## src/rtl/alu_mul_seq.sv

```systemverilog
// Sequential 32x32 shift-and-add multiplier (low 32 bits) that borrows the datapath ALU.
// Optional macro ALU_MUL_SEQ_EARLY_EXIT_EN: stop iterating once the remaining multiplier is zero.
//
// state  | meaning
// -------+-------------------------------------------------------------
// IDLE   | ready for start; ALU port idle
// ADD    | acc <= acc + mcand through the ALU
// SHL    | mcand <= mcand << 1 through the ALU
// SHR    | mplier <= mplier >> 1 through the ALU; count the iteration
// DONE   | product valid, one-cycle done pulse
module alu_mul_seq #(
   parameter logic [3:0] OP_ADD = 4'b1100,
   parameter logic [3:0] OP_SLL = 4'b0000,
   parameter logic [3:0] OP_SRL = 4'b0010
) (
   input  logic        clk,
   input  logic        rst_n,
   input  logic        start,
   input  logic [31:0] a,
   input  logic [31:0] b,
   output logic        ready,
   output logic        busy,
   output logic        done,
   output logic [31:0] product,
   output logic [3:0]  alu_op,
   output logic [31:0] alu_in1,
   output logic [31:0] alu_in2,
   output logic [4:0]  alu_shamt,
   input  logic [31:0] alu_out
);

   typedef enum logic [2:0] {
      S_IDLE = 3'd0,
      S_ADD  = 3'd1,
      S_SHL  = 3'd2,
      S_SHR  = 3'd3,
      S_DONE = 3'd4
   } state_e;

   state_e      state_q, state_d;
   logic [31:0] mcand_q, mcand_d;
   logic [31:0] mplier_q, mplier_d;
   logic [31:0] acc_q, acc_d;
   logic [31:0] product_q, product_d;
   logic [4:0]  cnt_q, cnt_d;

   always_ff @(posedge clk) begin
      if (!rst_n) begin
         state_q   <= S_IDLE;
         mcand_q   <= '0;
         mplier_q  <= '0;
         acc_q     <= '0;
         product_q <= '0;
         cnt_q     <= '0;
      end else begin
         state_q   <= state_d;
         mcand_q   <= mcand_d;
         mplier_q  <= mplier_d;
         acc_q     <= acc_d;
         product_q <= product_d;
         cnt_q     <= cnt_d;
      end
   end

   always_comb begin
      state_d   = state_q;
      mcand_d   = mcand_q;
      mplier_d  = mplier_q;
      acc_d     = acc_q;
      product_d = product_q;
      cnt_d     = cnt_q;
      alu_op    = OP_ADD;
      alu_in1   = '0;
      alu_in2   = '0;
      alu_shamt = '0;

      case (state_q)
         S_IDLE: begin
            if (start) begin
               mcand_d  = a;
               mplier_d = b;
               acc_d    = '0;
               cnt_d    = '0;
`ifdef ALU_MUL_SEQ_EARLY_EXIT_EN
               if (b == 32'd0) begin
                  state_d   = S_DONE;
                  product_d = '0;
               end else begin
                  state_d = b[0] ? S_ADD : S_SHL;
               end
`else
               state_d = b[0] ? S_ADD : S_SHL;
`endif
            end
         end
         S_ADD: begin
            alu_op  = OP_ADD;
            alu_in1 = acc_q;
            alu_in2 = mcand_q;
            acc_d   = alu_out;
            state_d = S_SHL;
         end
         S_SHL: begin
            alu_op    = OP_SLL;
            alu_in1   = mcand_q;
            alu_shamt = 5'd1;
            mcand_d   = alu_out;
            state_d   = S_SHR;
         end
         S_SHR: begin
            alu_op    = OP_SRL;
            alu_in1   = mplier_q;
            alu_shamt = 5'd1;
            mplier_d  = alu_out;
            cnt_d     = cnt_q + 5'd1;
            // acc already holds the final sum here: any ADD for this bit ran before SHL
            if (cnt_q == 5'd31) begin
               state_d   = S_DONE;
               product_d = acc_q;
`ifdef ALU_MUL_SEQ_EARLY_EXIT_EN
            end else if (alu_out == 32'd0) begin
               state_d   = S_DONE;
               product_d = acc_q;
`endif
            end else begin
               state_d = alu_out[0] ? S_ADD : S_SHL;
            end
         end
         S_DONE: begin
            state_d = S_IDLE;
         end
         default: begin
            state_d = S_IDLE;
         end
      endcase
   end

   assign ready   = (state_q == S_IDLE);
   assign busy    = (state_q == S_ADD) || (state_q == S_SHL) || (state_q == S_SHR);
   assign done    = (state_q == S_DONE);
   assign product = product_q;

endmodule

```

## config.mk

```make
export PLATFORM = sky130hd
export DESIGN_NAME = alu_mul_seq
export DESIGN_NICKNAME = d
export VERILOG_FILES = /design/src/rtl/alu_mul_seq.sv
export SDC_FILE = /design/constraint.sdc
export NUM_CORES = 1
export LEC_CHECK = 0
export CORE_MARGIN = 2
export CORE_UTILIZATION = 50
export CTS_BUF_LIST = sky130_fd_sc_hd__clkbuf_2 sky130_fd_sc_hd__clkbuf_4 sky130_fd_sc_hd__clkbuf_8
export CTS_CLUSTER_SIZE = 40
export DETAILED_ROUTE_END_ITERATION = 6
export MAX_ROUTING_LAYER = met4
export PLACE_DENSITY = 0.89
export SLEW_MARGIN = 40
export SYNTH_ARGS = -nofsm -noshare
export SYNTH_HDL_FRONTEND = slang
export SYNTH_SLANG_ARGS = --single-unit
```

## constraint.sdc

```tcl
create_clock -name clk -period 2.65 [get_ports clk]
set_clock_uncertainty 0.05 [all_clocks]
set_input_delay 0.265 -clock clk [delete_from_list [all_inputs] [get_ports clk]]
set_output_delay 0.265 -clock clk [all_outputs]
set_load 0.02 [all_outputs]
```

[After elaboration in Yosys (flattened, before gate mapping)]
Index checks and enable logic that the tools add are counted.
Storage, ports and cells
  register bits after elaboration: 136
  bits of input ports: 99
  output and inout bits: 108
  logic and storage cells: 41
Cells by class
  $add $sub $neg: 1
  eq/ne operators: 6
  multiplexer cells: 17
  reduce and logical (&&, ||, !) cells: 11
Operators with widths (number)
  $pmux 32 s2: 3
  $mux 32: 4
  $pmux 32 s3: 1
  $pmux 3 s4: 1
  $pmux 5 s2: 1
  $pmux 4 s2: 1
  $reduce_and 2->1: 4
  $eq 3x2->1 const B: 2
  $mux 3: 2
  $reduce_bool 2->1: 3
  $add 5x1->5 const B: 1
  $eq 5x5->1 const B: 1
  $mux 5: 1
  $mux 2: 2
  $eq 3x1->1 const B: 1
  $eq 3x3->1 const B: 1
  $logic_not 3->1: 1
  $logic_or 1x1->1: 2
  $ne 2x2->1 const B: 1
  $reduce_or 2->1: 1
  $mux 1: 1

[Longest topological paths before layout]
  word-level depth: 3
  depth in mapped cells: 8
  mapped depth without buffers: 6

[Worst setup path after synthesis]
OpenSTA, ideal clock, no wires.
  kind: reg-to-output
  from: register state_q[1]
  to: output alu_op[3]
  data arrival time: 1.870 ns
  data required time: 2.335 ns
  path slack: 0.465 ns
  stages on the path, launching flop included: 8
  buffers on the path: 5
  cell sequence: dfxtp_1 -> buf_6 -> buf_2 -> buf_4 -> clkbuf_1 -> nor2b_1 -> inv_1 -> buf_4
Between the ends
  cells in the longest elaborated chain, start to end: 2
  elaborated cells on any way between the ends: 3
  classes of those cells: eq/ne (2); mux (1)
RTL lines
  start: declaration: line 40  | state_e state_q, state_d;
  start signal: assignment: line 56  | state_q <= state_d;
  $eq 3x2->1: line 77  | case (state_q)
  $pmux 4 s2 (*): line 77
  end: declaration: line 25  | output logic [3:0] alu_op,
Mark *: on every way between the ends. The rest lies on a longest branch, timed or not.

[Final worst setup path]
  from: register state_q[1]
  to: output alu_in2[13]
Between the ends
  cells in the longest elaborated chain, start to end: 2
RTL lines
  $eq 3x1->1: line 77
  $mux 32: line 77
  end: declaration: line 27  | output logic [31:0] alu_in2,
Every way passes these cells.

==> Flow_metrics.wiki <==
{| class="wikitable"
! Metric !! Value
|-
| Placed wire-length estimate after detailed placement || 14,390 µm
|-
| Die W || 120.3 µm
|-
| Cell chosen for the clock root || sky130_fd_sc_hd__clkbuf_8
|-
| Max Buffers Root-to-Sink || 2
|-
| Number of global-route vias before repair || 6,768
|-
| Status || complete, but fails checks
|-
| Portion of netlist area occupied by mux cells || 10.07%
|-
| Starting density of the core || 51.06%
|-
| Post-layout net count || 1,098
|-
| Overall track demand over capacity in global routing || 30.86%
|-
| Share of layout cells above drive strength 1 || 11.60%
|-
| Number of vias per cell || 5.878
|-
| Upper clock frequency limit || 0.3879 GHz
|-
| Number of clock sinks seen by CTS || 136
|-
| Critical path origin || state_q[1]$_SDFFE_PN0P_
|-
| Fraction of registers with async set or reset after synthesis || 0%
|-
| Minimum clock period after layout || 2578 ps
|-
| PwrDens || 553.5 nW/µm²
|-
| MaxCap Viol Count || 0
|-
| Clock latency reported for the late side of the worst-skew pair || 440 ps
|-
| Area used by multi-input combinational logic || 3556 µm²
|-
| Worst Reg-to-Reg Cells || 7
|-
| Total count of hold-check failures in the final report || 0
|-
| Global-route wire length before repair || 34,270 µm
|-
| TritonCTS clock tree || built
|-
| Minimum setup slack among reg-to-reg paths || 360 ps
|-
| CTS Buf Count || 17
|-
| Number of endpoints failing setup at the final stage || 0
|-
| Die boundary height || 120.3 µm
|-
| Violations in the final reports || DRC
|-
| Largest family of logic cells by synthesized area || compound AO/OA/AOI/OAI gates
|-
| Synthesized-area fraction occupied by ao, oa, aoi and oai cells || 21.78%
|-
| Main synth FF type || sky130_fd_sc_hd__dfxtp_1
|-
| Via count of the routed design || 6,965
|-
| Hold bufs inserted after CTS || 0
|-
| Pin count of the biggest net entering global routing || 78
|-
| Library cells used by synthesis || 44
|-
| Critical path data required time || 2340 ps
|-
| Routability congestion estimate from global placement || 0.8479
|-
| Category of the worst setup path launch point || flop
|-
| Clock input transition at the sequential cells of the worst setup and hold paths || 70 ps
|-
| Share of the yosys chip area belonging to registers || 40.27%
|-
| CP Data Arrival Time || 2260 ps
|-
| Area share of fa/ha/maj cells after synthesis || 0.3701%
|-
| Critical path capture point type || primary output
|-
| Worst IR Drop VDD || 0.3655 mV
|-
| Layout filler cell count || 1,052
|-
| Number of antenna violations at the first check in global routing || 0
|-
| End of the critical path || alu_in2[13]
|-
| EDFF count, synth || 0
|-
| Worst max-slew margin expressed relative to the limit || 58.06%
|-
| XOR/XNOR share of the synthesized area || 0%
|-
| Tcrit/Tclk final || 97.28%
|-
| Iter 0 DRT Violations || 579
|-
| End of the worst register-to-register path || product[15]$_SDFFE_PN0P_
|-
| Number of rows in the core area || 42
|-
| Overflow after GRT || 0
|-
| Area of the core region || 13,240 µm²
|-
| Number of nets still failing antenna checks after routing || 0
|-
| Worst hold-check path type || in2reg
|-
| Slew @ Worst Pin || 629.1 ps
|-
| Crit Reg-Reg Startpoint || cnt_q[0]$_SDFFE_PN0P_
|-
| Type of the worst setup path || reg2out
|-
| Fraction of the mapped netlist area in simple logic gates || 19.84%
|-
| Core Util, Final || 70.34%
|-
| DIE AREA || 14,470 µm²
|-
| Detailed Routing Iterations Pass 1 || 7
|-
| Leakage Power || 3.571 nW
|-
| I/O pin count || 207
|-
| Top library cells by usage in the layout, fill and taps aside || 190 x sky130_fd_sc_hd__clkdlybuf4s50_1, 169 x sky130_fd_sc_hd__nand2_1, 133 x sky130_fd_sc_hd__dfxtp_1, 104 x sky130_fd_sc_hd__a21oi_1
|-
| Routed wire length || 22,210 µm
|-
| Count of placed standard cells including taps || 1,146
|-
| FF+latch count, synth || 136
|-
| Total of buffers placed on input and output ports || 201
|-
| Avg Synthesized Cell Area || 8.196 µm²
|-
| Layout overhead on the synthesized area || 37.77%
|-
| Area used by sequential logic in the layout || 2731 µm²
|-
| Post-Syn Area || 6761 µm²
|-
| Routed length per instance || 18.74 µm
|-
| Most common library cell in the layout ignoring fill and taps || sky130_fd_sc_hd__clkdlybuf4s50_1
|-
| Synthesized netlist cell count || 825
|-
| Biggest fanout along the worst timing path || 23
|-
| Final routed DRC violation total || 14
|-
| Unrepaired setup endpoints after global routing || yes
|-
| Yosys warns || 0
|-
| Number of max-slew violations in the final report || 0
|-
| H-tree levels || 4
|-
| N_diodes || 0
|-
| Start point of the worst hold path || b[31]
|-
| Number of non-filler instances in the completed layout || 1,185
|}
## cells in the mapped netlist, drive strengths merged, types with 33 or more instances
master	n	area share, %
nand2	170	9.5
dfxtp	136	40
a21oi	104	7.7
buf	48	5.1
clkbuf	42	2.4
nor2	35	1.9
a311oi	34	4.4
and2	34	3.1
nor3	34	2.5
a211oi	33	3.8
## flip-flops by register name (all words and copies together) (netlist names)
signal and flops:
mcand_q 32, product 32, cnt_q 5, acc_q 32, mplier_q 32, state_q 3
## how the worst min path moves through the flow
stage	endpoint	slack, ps	cells past startpoint
final	mplier_q[31]$_SDFFE_PN0P_	350	3
after global routing	mplier_q[16]$_SDFFE_PN0P_	350	3
after CTS	mplier_q[16]$_SDFFE_PN0P_	320	3
after detailed placement	product[3]$_SDFFE_PN0P_	400	2
after global placement	product[21]$_SDFFE_PN0P_	390	2
after floorplan	state_q[1]$_SDFFE_PN0P_	320	1
## cell type report
class / instances / share of cell area, %
clock buffers: 28 / 3.667
flip-flops and latches: 136 / 29.32
well taps: 176 / 2.364
clock inverters: 3 / 0.1612
multi-input cells: 600 / 38.17
repair buffers: 239 / 26.15
inverters: 3 / 0.1612
## cells by family (layout without fill, tap and decap cells)
logic type                 Yosys count  in the layout
AOI/OAI and AO/OA                  234            234
adders and majority gates            2              2
buffers and inverters               93            273
DFF                                136            136
muxes                               64             64
other                                1              5
and+or+nand+nor                    295            295
## layer usage
layer / up-vias / global-route usage, % / wire [µm]
li1: 3242 / - / -
met1: 3277 / 36.83 / 9204
met2: 387 / 49.64 / 10450
met3: 59 / 7.406 / 1928
met4: 0 / 13.88 / 628
met5: - / - / 0
## per-stage QoR
step / setup TNS, ps / power (W) / worst slack, ps / instance area (µm²) / hold WS, ps
2_1_floorplan: 0 / 0.003096 / 465.3 / 6777 / 319.9
3_3_place_gp: 0 / 0.003558 / 392.9 / 8817 / 391.4
3_5_place_dp: 0 / 0.003589 / 318.9 / 8817 / 396.1
4_1_cts: -186.9 / 0.005121 / -42.58 / 9179 / 323.3
5_1_grt: -165.9 / 0.005361 / -29.56 / 9315 / 345.7
6_report: 0 / 0.005156 / 71.99 / 9315 / 346.0
## what timing repair did
action                     in CTS  in global routing
pin swaps                       0                  1
setup endpoints to repair      51                 33
gates cloned                    0                  1
buffers inserted                0                  6
resized for setup               2                 14
## power by group
| part | total, W | internal [W] | switching, W |
|---|---|---|---|
| clock | 0.00156 | 0.000811 | 0.000744 |
| sequential | 0.00231 | 0.00220 | 0.000115 |
| combinational | 0.00129 | 0.000607 | 0.000679 |
| total | 0.00516 | 0.00362 | 0.00154 |
## critical path: stages (launching register included)
cell	delay, ps
sky130_fd_sc_hd__dfxtp_4	390
sky130_fd_sc_hd__buf_4	170
sky130_fd_sc_hd__nor3b_4	300
sky130_fd_sc_hd__buf_12	210
sky130_fd_sc_hd__and2_1	140
sky130_fd_sc_hd__clkdlybuf4s50_1	610
(Power assumes the default switching activity.)
